<file path="src/rtl/axi_lite_regfile_slv.sv">
// AXI4-Lite register-file responder: NumRegs byte-strobed registers with
// read-only masking and DECERR/SLVERR responses, independent B and R channels.
package axi_lite_regfile_pkg;
  typedef struct packed {
    logic [31:0] addr;
    logic [2:0]  prot;
  } ax_chan_t;

  typedef struct packed {
    logic [31:0] data;
    logic [3:0]  strb;
  } w_chan_t;

  typedef struct packed {
    logic [1:0] resp;
  } b_chan_t;

  typedef struct packed {
    logic [31:0] data;
    logic [1:0]  resp;
  } r_chan_t;

  typedef struct packed {
    ax_chan_t aw;
    logic     aw_valid;
    w_chan_t  w;
    logic     w_valid;
    logic     b_ready;
    ax_chan_t ar;
    logic     ar_valid;
    logic     r_ready;
  } req_t;

  typedef struct packed {
    logic    aw_ready;
    logic    w_ready;
    b_chan_t b;
    logic    b_valid;
    logic    ar_ready;
    r_chan_t r;
    logic    r_valid;
  } resp_t;
endpackage

module axi_lite_regfile_slv #(
  parameter int unsigned                           NumRegs      = 32'd4,
  parameter int unsigned                           AxiAddrWidth = 32'd32,
  parameter int unsigned                           AxiDataWidth = 32'd32,
  parameter logic [NumRegs-1:0]                    ReadOnlyMask = '0,
  parameter logic [NumRegs-1:0][AxiDataWidth-1:0] RegRstVal    = '0,
  parameter type                                   req_t        = axi_lite_regfile_pkg::req_t,
  parameter type                                   resp_t       = axi_lite_regfile_pkg::resp_t
) (
  input  logic                                   clk_i,
  input  logic                                   rst_ni,
  input  req_t                                   slv_req_i,
  output resp_t                                  slv_resp_o,
  input  logic [NumRegs-1:0][AxiDataWidth-1:0]  rd_only_i,
  output logic [NumRegs-1:0][AxiDataWidth-1:0]  reg_q_o,
  output logic [NumRegs-1:0]                     wr_pulse_o
);

  localparam int unsigned StrbW   = AxiDataWidth / 8;
  localparam int unsigned AddrLsb = $clog2(StrbW);
  localparam int unsigned IdxW    = AxiAddrWidth - AddrLsb;

  localparam logic [0:0] ST_IDLE = 1'b0;
  localparam logic [0:0] ST_RESP = 1'b1;

  localparam logic [1:0] RESP_OKAY   = 2'b00;
  localparam logic [1:0] RESP_SLVERR = 2'b10;
  localparam logic [1:0] RESP_DECERR = 2'b11;

  function automatic logic [AxiDataWidth-1:0] strb_merge(
    input logic [AxiDataWidth-1:0] old_val,
    input logic [AxiDataWidth-1:0] new_val,
    input logic [StrbW-1:0]        strb
  );
    logic [AxiDataWidth-1:0] res;
    res = old_val;
    for (int b = 0; b < StrbW; b++) begin
      if (strb[b]) res[8*b +: 8] = new_val[8*b +: 8];
    end
    return res;
  endfunction

  logic [NumRegs-1:0][AxiDataWidth-1:0] regs_p1;
  logic [NumRegs-1:0]                   wr_pulse_p1;
  logic [0:0]                           wr_state_p1;
  logic [0:0]                           rd_state_p1;
  logic [1:0]                           b_resp_p1;
  logic [1:0]                           r_resp_p1;
  logic [AxiDataWidth-1:0]              r_data_p1;

  logic                    b_vld_p1, r_vld_p1;
  logic                    wr_hs, rd_rdy, rd_hs;
  logic [IdxW-1:0]         aw_idx, ar_idx;
  logic [NumRegs-1:0]      wr_sel;
  logic [1:0]              b_resp_d, r_resp_d;
  logic [AxiDataWidth-1:0] r_data_d;
  logic                    unused_bits;

  assign b_vld_p1 = (wr_state_p1 == ST_RESP);
  assign r_vld_p1 = (rd_state_p1 == ST_RESP);

  // Write only when both AW and W are present; a lone channel waits.
  assign wr_hs  = slv_req_i.aw_valid && slv_req_i.w_valid && (!b_vld_p1 || slv_req_i.b_ready);
  assign rd_rdy = !r_vld_p1 || slv_req_i.r_ready;
  assign rd_hs  = slv_req_i.ar_valid && rd_rdy;

  assign aw_idx = slv_req_i.aw.addr[AxiAddrWidth-1:AddrLsb];
  assign ar_idx = slv_req_i.ar.addr[AxiAddrWidth-1:AddrLsb];

  assign unused_bits = ^{slv_req_i.aw.prot, slv_req_i.ar.prot,
                         slv_req_i.aw.addr[AddrLsb-1:0], slv_req_i.ar.addr[AddrLsb-1:0]};

  always_comb begin
    for (int k = 0; k < NumRegs; k++) begin
      reg_q_o[k] = ReadOnlyMask[k] ? rd_only_i[k] : regs_p1[k];
    end
  end

  // Indices beyond NumRegs match no entry and fall through to DECERR.
  always_comb begin
    wr_sel   = '0;
    b_resp_d = RESP_DECERR;
    r_data_d = '0;
    r_resp_d = RESP_DECERR;
    for (int k = 0; k < NumRegs; k++) begin
      if (aw_idx == IdxW'(k)) begin
        if (ReadOnlyMask[k]) begin
          b_resp_d = RESP_SLVERR;
        end else begin
          b_resp_d  = RESP_OKAY;
          wr_sel[k] = wr_hs;
        end
      end
      if (ar_idx == IdxW'(k)) begin
        r_data_d = reg_q_o[k];
        r_resp_d = RESP_OKAY;
      end
    end
  end

  // Stage p1: write commit and B response
  always_ff @(posedge clk_i or negedge rst_ni) begin
    if (!rst_ni) begin
      wr_state_p1 <= ST_IDLE;
      b_resp_p1   <= '0;
      regs_p1     <= RegRstVal;
      wr_pulse_p1 <= '0;
    end else begin
      wr_pulse_p1 <= wr_sel;
      for (int k = 0; k < NumRegs; k++) begin
        if (wr_sel[k]) regs_p1[k] <= strb_merge(regs_p1[k], slv_req_i.w.data, slv_req_i.w.strb);
      end
      if (wr_hs) begin
        wr_state_p1 <= ST_RESP;
        b_resp_p1   <= b_resp_d;
      end else if (slv_req_i.b_ready) begin
        wr_state_p1 <= ST_IDLE;
      end
    end
  end

  // Stage p1: read capture and R response
  always_ff @(posedge clk_i or negedge rst_ni) begin
    if (!rst_ni) begin
      rd_state_p1 <= ST_IDLE;
      r_resp_p1   <= '0;
      r_data_p1   <= '0;
    end else begin
      if (rd_hs) begin
        rd_state_p1 <= ST_RESP;
        r_resp_p1   <= r_resp_d;
        r_data_p1   <= r_data_d;
      end else if (slv_req_i.r_ready) begin
        rd_state_p1 <= ST_IDLE;
      end
    end
  end

  assign wr_pulse_o = wr_pulse_p1;

  always_comb begin
    slv_resp_o          = '0;
    slv_resp_o.aw_ready = wr_hs;
    slv_resp_o.w_ready  = wr_hs;
    slv_resp_o.b.resp   = b_resp_p1;
    slv_resp_o.b_valid  = b_vld_p1;
    slv_resp_o.ar_ready = rd_rdy;
    slv_resp_o.r.data   = r_data_p1;
    slv_resp_o.r.resp   = r_resp_p1;
    slv_resp_o.r_valid  = r_vld_p1;
  end

endmodule

</file>
<file path="config.mk">
export PLATFORM = sky130hd
export DESIGN_NAME = axi_lite_regfile_slv
export DESIGN_NICKNAME = d
export VERILOG_FILES = /design/src/rtl/axi_lite_regfile_slv.sv
export SDC_FILE = /design/constraint.sdc
export NUM_CORES = 1
export LEC_CHECK = 0
export ABC_AREA = 0
export CAP_MARGIN = 20
export CORE_AREA = 2 2 174 176
export DETAILED_ROUTE_END_ITERATION = 8
export DIE_AREA = 0 0 176 178
export REMOVE_ABC_BUFFERS = 1
export SETUP_SLACK_MARGIN = 0.4
export SKIP_LAST_GASP = 1
export SLEW_MARGIN = 20
export SYNTH_ARGS = -nofsm -noshare
export SYNTH_HDL_FRONTEND = slang
export SYNTH_SLANG_ARGS = --single-unit
</file>
<file path="constraint.sdc">
create_clock -name clk_i -period 3.1 [get_ports clk_i]
set_input_delay 0.775 -clock clk_i [delete_from_list [all_inputs] [get_ports clk_i]]
set_output_delay 0.775 -clock clk_i [all_outputs]
set_load 0.05 [all_outputs]
</file>
# Word level (Yosys, flattened, before mapping)
# Index checks and enable logic that the tools add are counted.
[word_totals] reg_bits=170 input_bits=241 out_inout_bits=173 wordCells=75
[op_classes] n_eq_ne=6 mux=20 n_reduce_logical=27
[ops] op="2-to-1 mux 32 bit" n=4
[ops] op="equality test 30 x 2 -> 1 bit (second input constant)" n=4
[ops] op="equality test 30 x 1 -> 1 bit (second input constant)" n=2
[ops] op="zero test 30 bit" n=2
[ops] op="AND reduction 2 bit" n=16
[ops] op="2-to-1 mux 2 bit" n=8
[ops] op="2-to-1 mux 1 bit" n=8
[ops] op="nonzero test 2 bit" n=2
[ops] op="logical AND 1 bit" n=3
[ops] op="zero test 1 bit" n=2
[ops] op="logical OR 1 bit" n=2

# Logic depth before layout (Yosys ltp)
[logic_depth] word_depth=5 mapped_depth=6 depth_no_buf=6

# Least setup slack after synthesis
# OpenSTA, ideal clock, no wires.
[synth_path] path_kind="input to register" startpoint="in slv_req_i[94] (netlist bit)" endpoint="reg regs_p1, in the netlist reg_q_o[112]" setup_time_ns=0.125 t_arrival_ns=2.656 required_ns=2.975 path_slack_ns=0.319 path_stages=5 n_path_buf=0 path_cell_list="or4_1 > nor4b_2 > nand3_1 > nor2_4 > mux2_2"
[synth_between] elab_chain_cells=3
[synth_rtl] item="start: declaration" line="56" rtl="input req_t slv_req_i,"
[synth_rtl] item="equality test 30 x 2 -> 1 bit" line="130" rtl="if (aw_idx == IdxW'(k)) begin"
[synth_rtl] item="2-to-1 mux 1 bit" line="130"
[synth_rtl] item="AND reduction 2 bit (no source line)"
[synth_rtl] item="end signal: assignment" line="150" rtl="regs_p1 <= RegRstVal;"
[synth_rtl] item="end signal: indexed assignment" line="155" rtl="if (wr_sel[k]) regs_p1[k] <= strb_merge(regs_p1[k], slv_req_i.w.data, slv_req_i.w.strb);"
[synth_rtl] item="end: declaration" line="87" rtl="logic [NumRegs-1:0][AxiDataWidth-1:0] regs_p1;"
# Every way passes these cells.
# A chain may end at the register's enable or synchronous reset.

# Worst setup path after layout
[layout_path] startpoint="in slv_req_i[87] (netlist bit)" endpoint="reg regs_p1, in the netlist reg_q_o[103]"
# Same word-level chain as after synthesis.

==> metrics <==
Max Clock Freq=369 MHz; Highest Signal Layer=met5; sequential element share of the synthesized area=roughly 58%; crit path kind=in -> reg; Worst Reg-to-Reg Cells=8; die boundary width=~180 µm; wire length on met3=roughly 1600 µm; routed length on met1=approximately 11,000 µm; endpoints failing hold=0; filler-free cell count of the finished design=~1,200; warnings from Yosys=0; count of final max-slew check failures=0; Port Buffer Count=275; Area growth syn-to-layout=62.5%; unrepaired setup endpoints after global routing=true; Sink Count=168; number of buffers created by CTS=17; Post-Syn Area=~7300 µm²; signal arrival time at the worst endpoint=3.02 ns; run status=completed; flops & latches, synth=between 150 and 200; final setup vio count=0; crit path max fanout=5; number of placed I/O pins=about 410; cell seen most often among critical-path stages=sky130_fd_sc_hd__buf_6; FF/Latch Area=between 4000 and 5000 µm²; Post-route DRC=0; ANT nets after route=0; starting utilization of the core area=24.8%; clock-pin slew reported for the worst setup and hold paths after clock tree synthesis=roughly 0.070 ns; overall die height=178 µm; register-to-register setup slack=between 1 and 1.5 ns; drt initial violations=~170; Worst R2R End=reg_q_o[38]; worst slew pin tran=roughly 0.59 ns; final worst path period need=between 2 and 3 ns; number of cells produced by synthesis=about 530; clock tree from TritonCTS=yes; required time of the critical path=3.41 ns; largest net degree at the start of global routing=63; routed wl met2=~12,000 µm; delay of the slowest cell on the worst path=about 0.61 ns; insertion delay to the later sink of the worst-skew pair=roughly 0.42 ns; Tcrit/Tclk final=87.5%; tightest slew margin relative to the limit=about 60%; via count of the first global-routing pass=6,054; Detailed Routing Iterations Pass 1=4; wire per inst=20.4 µm; weighted congestion at the end of routability-driven global placement=0.741; Fill cells=2,804; launching element type of the critical path=input pin; Cell Rows=63; Die Area=31,300 µm²; worst supply voltage drop on vdd=0.284 mV; CORE AREA=29,400 µm²; Synth cell types=24; initial antenna violation count=2; worst hold path class=in -> async; gr usage total=roughly 16%; count of nets after finishing=about 1,100; global-route congestion overflow total=0; leakage power=between 0.005 and 0.006 µW; first-pass GRT wire length=between 30,000 and 40,000 µm; Final HPWL DP=around 19,000 µm; P per Cell Area=approximately 400 nW/µm²; Bufs on Longest Clock Path=2; post-synthesis area per instance=13.9 µm²; most frequent standard cell in the layout excluding fill and tap cells=sky130_fd_sc_hd__clkdlybuf4s50_1; Worst Setup End Kind=flip-flop; clock tree skew after final layout=between 0.009 and 0.01 ns; Reg2Reg Launch Point=b_vld_p1; Max H-tree Level=4; Overall Power=approximately 4700 µW; combined area of the multi-input logic cells=3140 µm²; Max stage delay cell, worst path=sky130_fd_sc_hd__or4_4; Root Driver=sky130_fd_sc_hd__clkbuf_16; layout cell share with drive strength beyond 1=approximately a third; # placed instances=~1,200; number of vias per cell after detailed routing=4.62; total via count after detailed routing=5,759; CP cell instances=clkdlybuf4s50_1 > or4_4 > nor4b_4 > buf_6 > nand3_4 > nor2_4 > buf_6 > mux2_2; final WL=25,500 µm; Max-cap violations=0; leading cell types in the layout, fill and taps excluded=sky130_fd_sc_hd__clkdlybuf4s50_1, sky130_fd_sc_hd__dfrtp_1, sky130_fd_sc_hd__mux2_2
cell usage after synthesis (all sizes together):
master   count  area share [%]
dfrtp      168              58
mux2       160              25
nand2       41             2.1
a2bb2oi     32             3.8
o221ai      32             3.8
clkbuf      20             1.0
nor2        20             2.0
nand3       12            0.82
nor4        11             1.2
buf          8            0.77
or4          5            0.52
nand2b       4            0.34
or3          3            0.26
inv          2            0.10
nand4        2            0.17
a21oi        1           0.069
a31oi        1           0.086
and4         1            0.12
nor3         1           0.069
nor4b        1            0.21
metrics by stage:
stage / setup TNS, ns / cell area [µm²] / setup WS [ns] / util [%] / hold WS, ns
detailed placement: -19.76 / 11000 / -0.271 / 37.4 / 0.499
global route: 0 / 11800 / 0.312 / 40.3 / 0.333
CTS: 0 / 11600 / 0.387 / 39.6 / 0.323
finish: 0 / 11800 / 0.387 / 40.3 / 0.314
global placement: -17.27 / 11000 / -0.254 / 37.4 / 0.508
floorplan: -99.70 / 7150 / -2.90 / - / 0.479
logic make-up after synthesis:
family                 share of synthesized area, %
AOI/OAI and AO/OA                              7.85
buffers and inverters                          1.91
DFF                                            57.7
and+or+nand+nor                                7.77
muxes                                          24.7
flip-flops by register name (all words and copies together), names as in the netlist:
| signal | cells |
|---|---|
| reg_q_o | 128 |
| r_data_p1 | 32 |
| wr_pulse_o | 4 |
| b_resp_p1 | 1 |
| b_vld_p1 | 1 |
| r_resp_p1 | 1 |
| r_vld_p1 | 1 |
power breakdown:
part	switching, µW	total (µW)	internal, µW
clock	949	2170	1220
sequential	1.12	2190	2190
combinational	170	327	157
total	1120	4690	3570
area by class of cell:
| cell class | count | area share [%] |
|---|---|---|
| well taps | 390 | 4.12 |
| repair buffers | 327 | 28.8 |
| flip-flops and latches | 168 | 35.5 |
| inverters | 2 | 0.0634 |
| clock inverters | 13 | 1.23 |
| multi-input cells | 327 | 26.5 |
| diodes | 1 | 0.0211 |
| clock buffers | 19 | 3.74 |
worst max-delay path: cells and delay by family:
kind,cells,cell delay (ns)
AND/OR/NAND/NOR,4,1.18
buffers and inverters,3,0.73
multiplexers,1,0.33
routing by layer:
metal  vias up  GRT usage, %
met5         -             0
met4         2          3.17
met3         8          4.62
met2       184          26.9
met1      2951          21.1
li1       2614             -
worst max-delay path by stage:
stage | start | to | slack (ns)
2_1_floorplan | slv_req_i[0] | r_data_p1[0] | -2.90
3_3_place_gp | slv_req_i[94] | reg_q_o[97] | -0.25
3_5_place_dp | slv_req_i[93] | reg_q_o[97] | -0.27
4_1_cts | slv_req_i[93] | reg_q_o[127] | 0.39
5_1_grt | slv_req_i[87] | reg_q_o[101] | 0.31
6_report | slv_req_i[87] | reg_q_o[103] | 0.39
what timing repair did:
item                       4_1_cts  5_1_grt
hold buffers                     0        0
setup endpoints to repair      121       85
gates resized for setup         12       40
buffers inserted                 1        2
pin swaps                        2       13
Power figures use the tool's default switching activity.
